[config.mk]
export PLATFORM = sky130hd
export DESIGN_NAME = tdm_channel_scanner
export DESIGN_NICKNAME = d
export VERILOG_FILES = /design/src/rtl/tdm_channel_scanner.sv
export SDC_FILE = /design/constraint.sdc
export NUM_CORES = 1
export LEC_CHECK = 0
export CAP_MARGIN = 0
export CORE_UTILIZATION = 50
export CTS_BUF_LIST = sky130_fd_sc_hd__clkbuf_4 sky130_fd_sc_hd__clkbuf_8 sky130_fd_sc_hd__clkbuf_16
export CTS_CLUSTER_SIZE = 8
export DETAILED_ROUTE_END_ITERATION = 16
export PLACE_DENSITY = 0.84
export SLEW_MARGIN = 15
export SYNTH_ARGS = -nofsm -noshare
export SYNTH_HDL_FRONTEND = slang
export SYNTH_SLANG_ARGS = --single-unit
export TNS_END_PERCENT = 100
[constraint.sdc]
create_clock -name iClk -period 4.1 [get_ports iClk]
set_input_delay 1.025 -clock iClk [delete_from_list [all_inputs] [get_ports iClk]]
set_output_delay 1.025 -clock iClk [all_outputs]
set_load 0.005 [all_outputs]
[src/rtl/tdm_channel_scanner.sv]
// Channel sequencer and frame collector for the 8-channel mux/demux transmission stage.
// Steps the select lines through channels 0..7 and assembles one sample per channel into a frame.
module tdm_channel_scanner #(
  parameter int unsigned DWELL = 4
) (
  input  logic       iClk,
  input  logic       iRst_n,
  input  logic       iStart,
  input  logic       iStop,
  input  logic [7:0] iDemux,
  output logic       oA,
  output logic       oB,
  output logic       oC,
  output logic [2:0] oChannel,
  output logic       oBusy,
  output logic [7:0] oFrame,
  output logic       oValid,
  output logic [1:0] oState
);

  // Handshake: iStart is a level request honoured only in IDLE (iStop wins if both are high);
  // oValid is a single-cycle strobe with no backpressure, oFrame holds until the next frame.

  localparam logic [1:0] IDLE = 2'd0;
  localparam logic [1:0] SCAN = 2'd1;
  localparam logic [1:0] DONE = 2'd2;

  localparam logic [7:0] DWELL_LAST = 8'(DWELL - 1);

  logic [1:0] state;
  logic [2:0] channel;
  logic [7:0] dwellCnt;
  logic [7:0] shadow;
  logic [7:0] frame;

  always_ff @(posedge iClk or negedge iRst_n) begin
    if (!iRst_n) begin
      state    <= IDLE;
      channel  <= 3'd0;
      dwellCnt <= 8'd0;
      shadow   <= 8'd0;
      frame    <= 8'd0;
    end else begin
      case (state)
        IDLE: begin
          channel  <= 3'd0;
          dwellCnt <= 8'd0;
          if (iStart && !iStop) begin
            state  <= SCAN;
            shadow <= 8'd0;
          end
        end
        SCAN: begin
          // An abort on the same edge as a sample discards that sample.
          if (iStop) begin
            state    <= IDLE;
            channel  <= 3'd0;
            dwellCnt <= 8'd0;
          end else if (dwellCnt == DWELL_LAST) begin
            dwellCnt        <= 8'd0;
            shadow[channel] <= iDemux[channel];
            if (channel == 3'd7) begin
              state <= DONE;
              frame <= {iDemux[7], shadow[6:0]};
            end else begin
              channel <= channel + 3'd1;
            end
          end else begin
            dwellCnt <= dwellCnt + 8'd1;
          end
        end
        DONE: begin
          state    <= IDLE;
          channel  <= 3'd0;
          dwellCnt <= 8'd0;
        end
        default: begin
          state    <= IDLE;
          channel  <= 3'd0;
          dwellCnt <= 8'd0;
        end
      endcase
    end
  end

  assign oA       = channel[2];
  assign oB       = channel[1];
  assign oC       = channel[0];
  assign oChannel = channel;
  assign oBusy    = (state == SCAN);
  assign oValid   = (state == DONE);
  assign oFrame   = frame;
  assign oState   = state;

endmodule

# Yosys cells after proc, flatten, opt, wreduce, memory -nomap -nowiden
# Cells that the tools add are included.
# word_totals
reg_bits	29
wordCells	50
out_inout_bits	18
# op_classes
addsub	2
magnitude_cmp	2
mux	21
eq_ne	10
n_reduce_logical	9
bitwise_logic	1
# op_table
cell	n
$mux 8	6
$pmux 8 s2	1
$mux 3	4
$add 8x1->8 const B	1
$bwmux 8	1
$eq 8x2->1 const B	1
$mux 2	4
$reduce_and 4->1	2
$ne 3x2->1 const B	2
$lt 3x4->1 const B	1
$ne 2x2->1 const B	2
$pmux 2 s2	1
$add 3x1->3 const B	1
$bmux 1 s3	1
$demux 1 s3	1
$eq 3x3->1 const B	1
$ge 3x1->1 const B	1
$ne 3x3->1 const B	1
$reduce_and 3->1	1
$eq 2x1->1 const B	1
$eq 2x2->1 const B	1
$logic_and 1x1->1	2
$logic_not 2->1	1
$mux 1	2
5 further kinds	5

# Logic depth before layout (Yosys ltp)
# Gate-level depths: netlist of run 1.
# logic_depth
word_depth	8
mapped_depth	6
ltp_nobuf	5

# Worst setup path before layout of run 1
# OpenSTA, ideal clock, no wires.
# synth_timing
kind	in2reg
start	input port iDemux[7]
end	register shadow[0]
cell_stages	4
arrival_time_ns	2.019
slack_ns	1.959
setup_ns	0.122
cell_sequence	mux4_2 > mux2i_1 > nor3_4 > a32o_1
# synth_between
elab_chain_len	6
# synth_lines
item	line_no	rtl
start: declaration	10	input logic [7:0] iDemux,
$bmux 1 s3	61	shadow[channel] <= iDemux[channel];
$mux 1 (implied by the code)	61	
$bwmux 8	61	
$mux 8	59	end else if (dwellCnt == DWELL_LAST) begin
$mux 8	55	if (iStop) begin
$pmux 8 s2	44	case (state)
end signal: indexed assignment	61	
end: declaration	33	logic [7:0] shadow;
# No other way between the ends. The select of a mux whose other input is x is not followed.
# A chain may end at the register's enable or synchronous reset.

# Worst setup path in the final report of run 1
# layout_timing
start	register state[1], in the netlist oState[1]
end	output port oBusy
# layout_between
elab_chain_len	1
# layout_lines
item	line_no	rtl
start: declaration	30	logic [1:0] state;
start signal: assignment	38	state <= IDLE;
start signal: assignment	49	state <= SCAN;
start signal: assignment	56	state <= IDLE;
$eq 2x1->1	90	assign oBusy = (state == SCAN);
end: declaration	15	output logic oBusy,
# No other way between the ends.

==> results of run 1 <==
==> critical path, cell delays in order (launching register included) <==
cell             delay (ns)
dfrtp_1                0.42
nand2b_1               0.30
inv_1                  0.14
clkdlybuf4s50_1        0.51
==> Yosys cell counts (all sizes together), types with 2 or more instances <==
cell | instances | share of area
dfrtp | 28 | 0.51
nor2 | 14 | 0.038
nand3 | 11 | 0.044
mux2 | 8 | 0.065
a21o | 6 | 0.033
a32o | 6 | 0.044
buf | 4 | 0.020
inv | 4 | 0.011
xor2 | 4 | 0.025
and3 | 3 | 0.014
ha | 3 | 0.027
mux2i | 3 | 0.022
nor2b | 3 | 0.014
nor3 | 3 | 0.023
xnor2 | 3 | 0.019
mux4 | 2 | 0.033
nand2b | 2 | 0.0091
==> metrics by stage <==
step,cell area (sq um),power (mW),hold WS [ns]
6_report,1740,0.498,0.480
5_1_grt,1740,0.512,0.509
4_1_cts,1740,0.503,0.483
3_5_place_dp,1680,0.323,0.462
3_3_place_gp,1680,0.321,0.437
2_1_floorplan,1380,0.300,0.424
==> flip-flops by register name (all words and copies together), names as in the netlist <==
signal    flops
oFrame        8
shadow        7
dwellCnt      8
oChannel      3
oState        2
==> how the worst min path moves through the flow <==
stage                     start     endpoint  slack [ns]  depth (start not counted)
floorplan           dwellCnt[0]  dwellCnt[0]        0.42                          1
global placement    dwellCnt[0]  dwellCnt[0]        0.44                          1
detailed placement  dwellCnt[0]  dwellCnt[0]        0.46                          1
CTS                 dwellCnt[0]  dwellCnt[0]        0.48                          1
global route        dwellCnt[0]  dwellCnt[0]        0.51                          1
finish              dwellCnt[0]  dwellCnt[0]        0.48                          1
==> logic make-up after synthesis <==
family	Yosys count
compound gates	16
simple gates	41
mux	13
fa+ha+maj	3
xor+xnor	7
flops	28
buf+inv	9
==> routing by layer <==
metal | track usage | wire (microns)
met1 | 0.245 | 1160
met3 | 0.0500 | 83
met5 | 0 | 0
met2 | 0.382 | 1470
met4 | 0.0385 | 10
==> area by class of cell <==
class	instances	share of cell area
Sequential cell	28	0.403
Tap cell	30	0.0216
Clock inverter	1	0.0173
Multi-Input combinational cell	80	0.365
Inverter	4	0.00865
Timing Repair Buffer	30	0.171
Clock buffer	3	0.0130
==> where the power goes <==
part | switching (mW) | leakage [nW] | internal, mW | total (mW)
Sequential | 0.00186 | 0.389 | 0.278 | 0.280
Combinational | 0.0185 | 0.381 | 0.0190 | 0.0375
Clock | 0.0817 | 0.0279 | 0.0990 | 0.181
Total | 0.102 | 0.798 | 0.396 | 0.498
==> results.py, run 1 <==
metrics = {
    "synthesis": {
        "synth_mux_area_frac": 0.120,
        "yosys.area_share.simple": 0.169,
        "syn_area_per_cell_sq_um": 11.8,
        "seq_area_frac_synth": 0.508,
        "synth_xor_area_frac": 0.0444,
        "ys_warn_count": 0,
        "synth-main-ff-cell": "dfrtp_1",
        "synth.net_count": 132,
        "async_reset_ff_frac": 1.00,
        "synth_seq_cells": 28,
        "synth_edf_count": 0,
        "synthAdderAreaFrac": 0.0272,
        "synth_top_family_by_area": "simple AND/OR/NAND/NOR gates",
        "syn-instance-count": 117,
        "syn_area_sq_um": 1380,
        "synth-compound-area-share": 0.0988,
        "ys_types": 31,
    },
    "worst_setup_path": {
        "critPathLaunchType": "flop",
        "cp_max_fo": 9,
        "cp.required_ns": 3.07,
        "critPathKind": "flop to primary output",
        "reg2regPathDepth": 5,
        "r2r-end": "oFrame[4]",
        "endpoint": "oBusy",
        "rr_startpoint": "dwellCnt[0]",
        "rrSetupSlack_ns": 2.07,
        "cp-startpoint": "oState[1]",
        "cp.arrival_ns": 1.69,
        "cp-end-kind": "primary output",
    },
    "clocking": {
        "insertion_delay_ns": 0.34,
        "clkTransAtPathRegs_ns": 0.14,
        "numCtsBuffers": 3,
        "clockBufferDepth": 2,
        "cts_root_buf": "clkbuf_4",
        "cts_resized": 0,
        "cts_setup_buffers": 0,
        "cts.htree.levels": 1,
        "cts-hold-fix-buffers": 0,
        "clkSinkCount": 28,
        "cts_tree": "done",
    },
    "sta": {
        "fin_ws_ns": 1.38,
        "setup_violations": 0,
        "fmax_ghz": 0.368,
        "fin_crit_ns": 2.72,
        "period_share": 0.662,
        "rsz0062_at_grt": "no",
        "slew_headroom": 0.472,
        "drv_slew": 0,
        "tightest_slew_ns": 0.786,
        "clock_skew_ns": 0.0152,
        "finalHoldViolations": 0,
        "fin_setup_tns_ns": 0,
    },
    "placed_design": {
        "dp_cells": 172,
        "place_ws_ns": 1.38,
        "hpwlAfterDp_mm": 1.99,
        "place_congestion": 0.856,
        "portBuffers": 29,
    },
    "drt": {
        "vias_per_cell": 5.55,
        "first_pass_iters": 4,
        "vias": 977,
        "first_iter_violations": 21,
        "drt.antenna.violating_nets": 0,
        "routed_wl_mm": 2.72,
        "wl_per_cell_microns": 15.4,
        "drc": 0,
    },
    "floorplanning": {
        "die_w_microns": 54.5,
        "core-area_sq_um": 2540,
        "die_area_sq_um": 2970,
        "die_y_microns": 54.5,
        "num_io_pins": 30,
        "start_util": 0.542,
        "rows": 18,
    },
    "layout": {
        "fin_cells": 176,
        "fillers": 189,
        "final_cell_mix": "29 x clkdlybuf4s50_1, 28 x dfrtp_1, 14 x nor2_1",
        "antenna_cells": 0,
        "areaGrowthSynthToFinish_pct": 25.8,
        "regArea_sq_um": 701,
        "multi_input_area_sq_um": 633,
        "fin_util": 0.682,
        "final_common_cell": "clkdlybuf4s50_1",
        "nets": 162,
        "final_layout_size_suffix_gt1_frac": 0.144,
    },
    "power": {
        "worst_ir_drop_vdd_v": 0.000287,
        "p_leak_nw": 0.798,
        "powerDensity_nw_per_um2": 287,
    },
    "worst_hold_path": {
        "hold_path.class": "flop to flop",
    },
    "global_routing": {
        "grt_usage": 0.208,
        "grt_pass1_wl_mm": 4.32,
        "antenna_found_initial": 0,
        "first_global_vias": 956,
        "grt_overflow": 0,
        "grt_max_degree": 29,
    },
    "run": {
        "maxCapViolCount": 0,
    },
    "outcome": {
        "outcome": "finished, final reports clean",
    },
}
(Power assumes the default switching activity.)
==> run 2, diff against run 1 <==
--- a/config.mk
+++ b/config.mk
@@ -6,11 +6,11 @@
 export NUM_CORES = 1
 export LEC_CHECK = 0
 export CAP_MARGIN = 0
-export CORE_UTILIZATION = 50
+export CORE_UTILIZATION = 49
 export CTS_BUF_LIST = sky130_fd_sc_hd__clkbuf_4 sky130_fd_sc_hd__clkbuf_8 sky130_fd_sc_hd__clkbuf_16
 export CTS_CLUSTER_SIZE = 8
 export DETAILED_ROUTE_END_ITERATION = 16
-export PLACE_DENSITY = 0.84
+export PLACE_DENSITY = 0.83
 export SLEW_MARGIN = 15
 export SYNTH_ARGS = -nofsm -noshare
 export SYNTH_HDL_FRONTEND = slang
==> constraint.sdc (replaced) <==
create_clock -name iClk -period 2.7 [get_ports iClk]
set_input_delay 0.675 -clock iClk [delete_from_list [all_inputs] [get_ports iClk]]
set_output_delay 0.675 -clock iClk [all_outputs]
set_load 0.005 [all_outputs]
==> results.py, run 2 (same netlist as run 1, synthesis figures left out) <==
metrics = {
    "sta": {
        "period_share": 0.873,
        "setup_violations": 0,
        "fmax_ghz": 0.424,
        "rsz0062_at_grt": "no",
        "finalHoldViolations": 0,
        "clock_skew_ns": 0.0121,
        "fin_crit_ns": 2.36,
        "tightest_slew_ns": 0.474,
        "fin_setup_tns_ns": 0,
        "drv_slew": 0,
        "slew_headroom": 0.684,
    },
    "power": {
        "p_total_mw": 0.685,
        "worst_ir_drop_vdd_v": 0.000370,
        "p_leak_nw": 0.796,
        "powerDensity_nw_per_um2": 397,
    },
    "floorplanning": {
        "die_area_sq_um": 3030,
        "rows": 18,
        "core-area_sq_um": 2570,
        "start_util": 0.538,
        "die_w_microns": 55.1,
        "num_io_pins": 30,
        "die_y_microns": 55.1,
    },
    "drt": {
        "first_pass_iters": 4,
        "first_iter_violations": 9,
        "wl_per_cell_microns": 15.5,
        "routed_wl_mm": 2.75,
        "vias": 1010,
        "vias_per_cell": 5.71,
        "drt.antenna.violating_nets": 0,
        "drc": 0,
    },
    "clocking": {
        "numCtsBuffers": 3,
        "cts.htree.levels": 1,
        "cts-hold-fix-buffers": 0,
        "clockBufferDepth": 2,
        "cts_root_buf": "clkbuf_4",
        "cts_setup_buffers": 0,
        "cts_tree": "done",
        "insertion_delay_ns": 0.33,
        "clkTransAtPathRegs_ns": 0.14,
        "clkSinkCount": 28,
        "cts_resized": 0,
    },
    "worst_setup_path": {
        "endpoint": "oBusy",
        "cp_max_fo": 9,
        "critPathLaunchType": "flop",
        "cp.required_ns": 2.03,
        "cp.arrival_ns": 1.68,
        "r2r-end": "oFrame[7]",
        "critPathKind": "flop to primary output",
        "cp-startpoint": "oState[1]",
        "cp-end-kind": "primary output",
        "rr_startpoint": "dwellCnt[0]",
        "rrSetupSlack_ns": 0.66,
        "reg2regPathDepth": 5,
    },
    "placed_design": {
        "hpwlAfterDp_mm": 2.10,
        "place_congestion": 0.836,
        "dp_cells": 173,
        "portBuffers": 29,
        "post_dp_cell_area_sq_um": 1690,
    },
    "global_routing": {
        "grt_max_degree": 29,
        "antenna_found_initial": 0,
        "grt_usage": 0.215,
        "grt_pass1_wl_mm": 4.48,
        "first_global_vias": 1029,
        "grt_overflow": 0,
    },
    "layout": {
        "final_layout_size_suffix_gt1_frac": 0.150,
        "regArea_sq_um": 701,
        "fillers": 207,
        "final_area_sq_um": 1730,
        "fin_cells": 177,
        "final_common_cell": "clkdlybuf4s50_1",
        "final_cell_mix": "29 x clkdlybuf4s50_1, 28 x dfrtp_1, 14 x nor2_1",
        "areaGrowthSynthToFinish_pct": 25.2,
        "nets": 163,
        "multi_input_area_sq_um": 633,
        "antenna_cells": 0,
    },
    "run": {
        "maxCapViolCount": 0,
    },
    "worst_hold_path": {
        "hold_path.class": "flop to flop",
    },
    "outcome": {
        "outcome": "finished, final reports clean",
    },
}
==> run 2: cell type report <==
type,instances,share of cell area
timing repair buffer,31,0.177
sequential,28,0.406
tap,30,0.0217
inverter,4,0.00869
multi-input combinational,80,0.366
clock buffer,4,0.0210
==> run 2: through the flow <==
stage	setup WS [ns]	util	hold slack (ns)
floorplan	0.877	-	0.379
global placement	0.441	0.659	0.440
detailed placement	0.366	0.659	0.445
CTS	0.337	0.673	0.464
global route	0.256	0.673	0.487
finish	0.342	0.673	0.458
==> run 2: routing by layer <==
metal / vias to the layer above / wire length (microns) / GRT usage
li1: 483 / - / -
met1: 509 / 1120 / 0.233
met2: 16 / 1540 / 0.420
met3: 2 / 85 / 0.0492
met4: 0 / 14 / 0.0458
met5: - / 0 / 0
==> run 2: critical path, stage by stage, from the launching register on <==
cell and delay (ns):
dfrtp_1 0.43, nand2b_1 0.29, inv_1 0.13, clkdlybuf4s50_1 0.52
==> run 2: worst min path at each step <==
stage,cells past startpoint,slack (ns),startpoint,end
2_1_floorplan,0,0.38,iRst_n,dwellCnt[0]
3_3_place_gp,1,0.44,dwellCnt[0],dwellCnt[0]
3_5_place_dp,1,0.45,dwellCnt[0],dwellCnt[0]
4_1_cts,1,0.46,dwellCnt[0],dwellCnt[0]
5_1_grt,1,0.49,dwellCnt[0],dwellCnt[0]
6_report,1,0.46,dwellCnt[0],dwellCnt[0]
==> run 2: power by group <==
part / leakage (nW) / internal, mW / switching (mW)
Combinational: 0.386 / 0.0301 / 0.0292
Sequential: 0.389 / 0.422 / 0.00249
Clock: 0.0210 / 0.0826 / 0.119
==> run 3, diff against run 2 <==
--- a/config.mk
+++ b/config.mk
@@ -5,13 +5,13 @@
 export SDC_FILE = /design/constraint.sdc
 export NUM_CORES = 1
 export LEC_CHECK = 0
-export CAP_MARGIN = 0
+export CAP_MARGIN = 20
 export CORE_UTILIZATION = 49
 export CTS_BUF_LIST = sky130_fd_sc_hd__clkbuf_4 sky130_fd_sc_hd__clkbuf_8 sky130_fd_sc_hd__clkbuf_16
 export CTS_CLUSTER_SIZE = 8
 export DETAILED_ROUTE_END_ITERATION = 16
 export PLACE_DENSITY = 0.83
-export SLEW_MARGIN = 15
+export SLEW_MARGIN = 40
 export SYNTH_ARGS = -nofsm -noshare
 export SYNTH_HDL_FRONTEND = slang
 export SYNTH_SLANG_ARGS = --single-unit
==> results of run 3 <==
No change in the layout: final DEF, timing and power equal those of run 2.
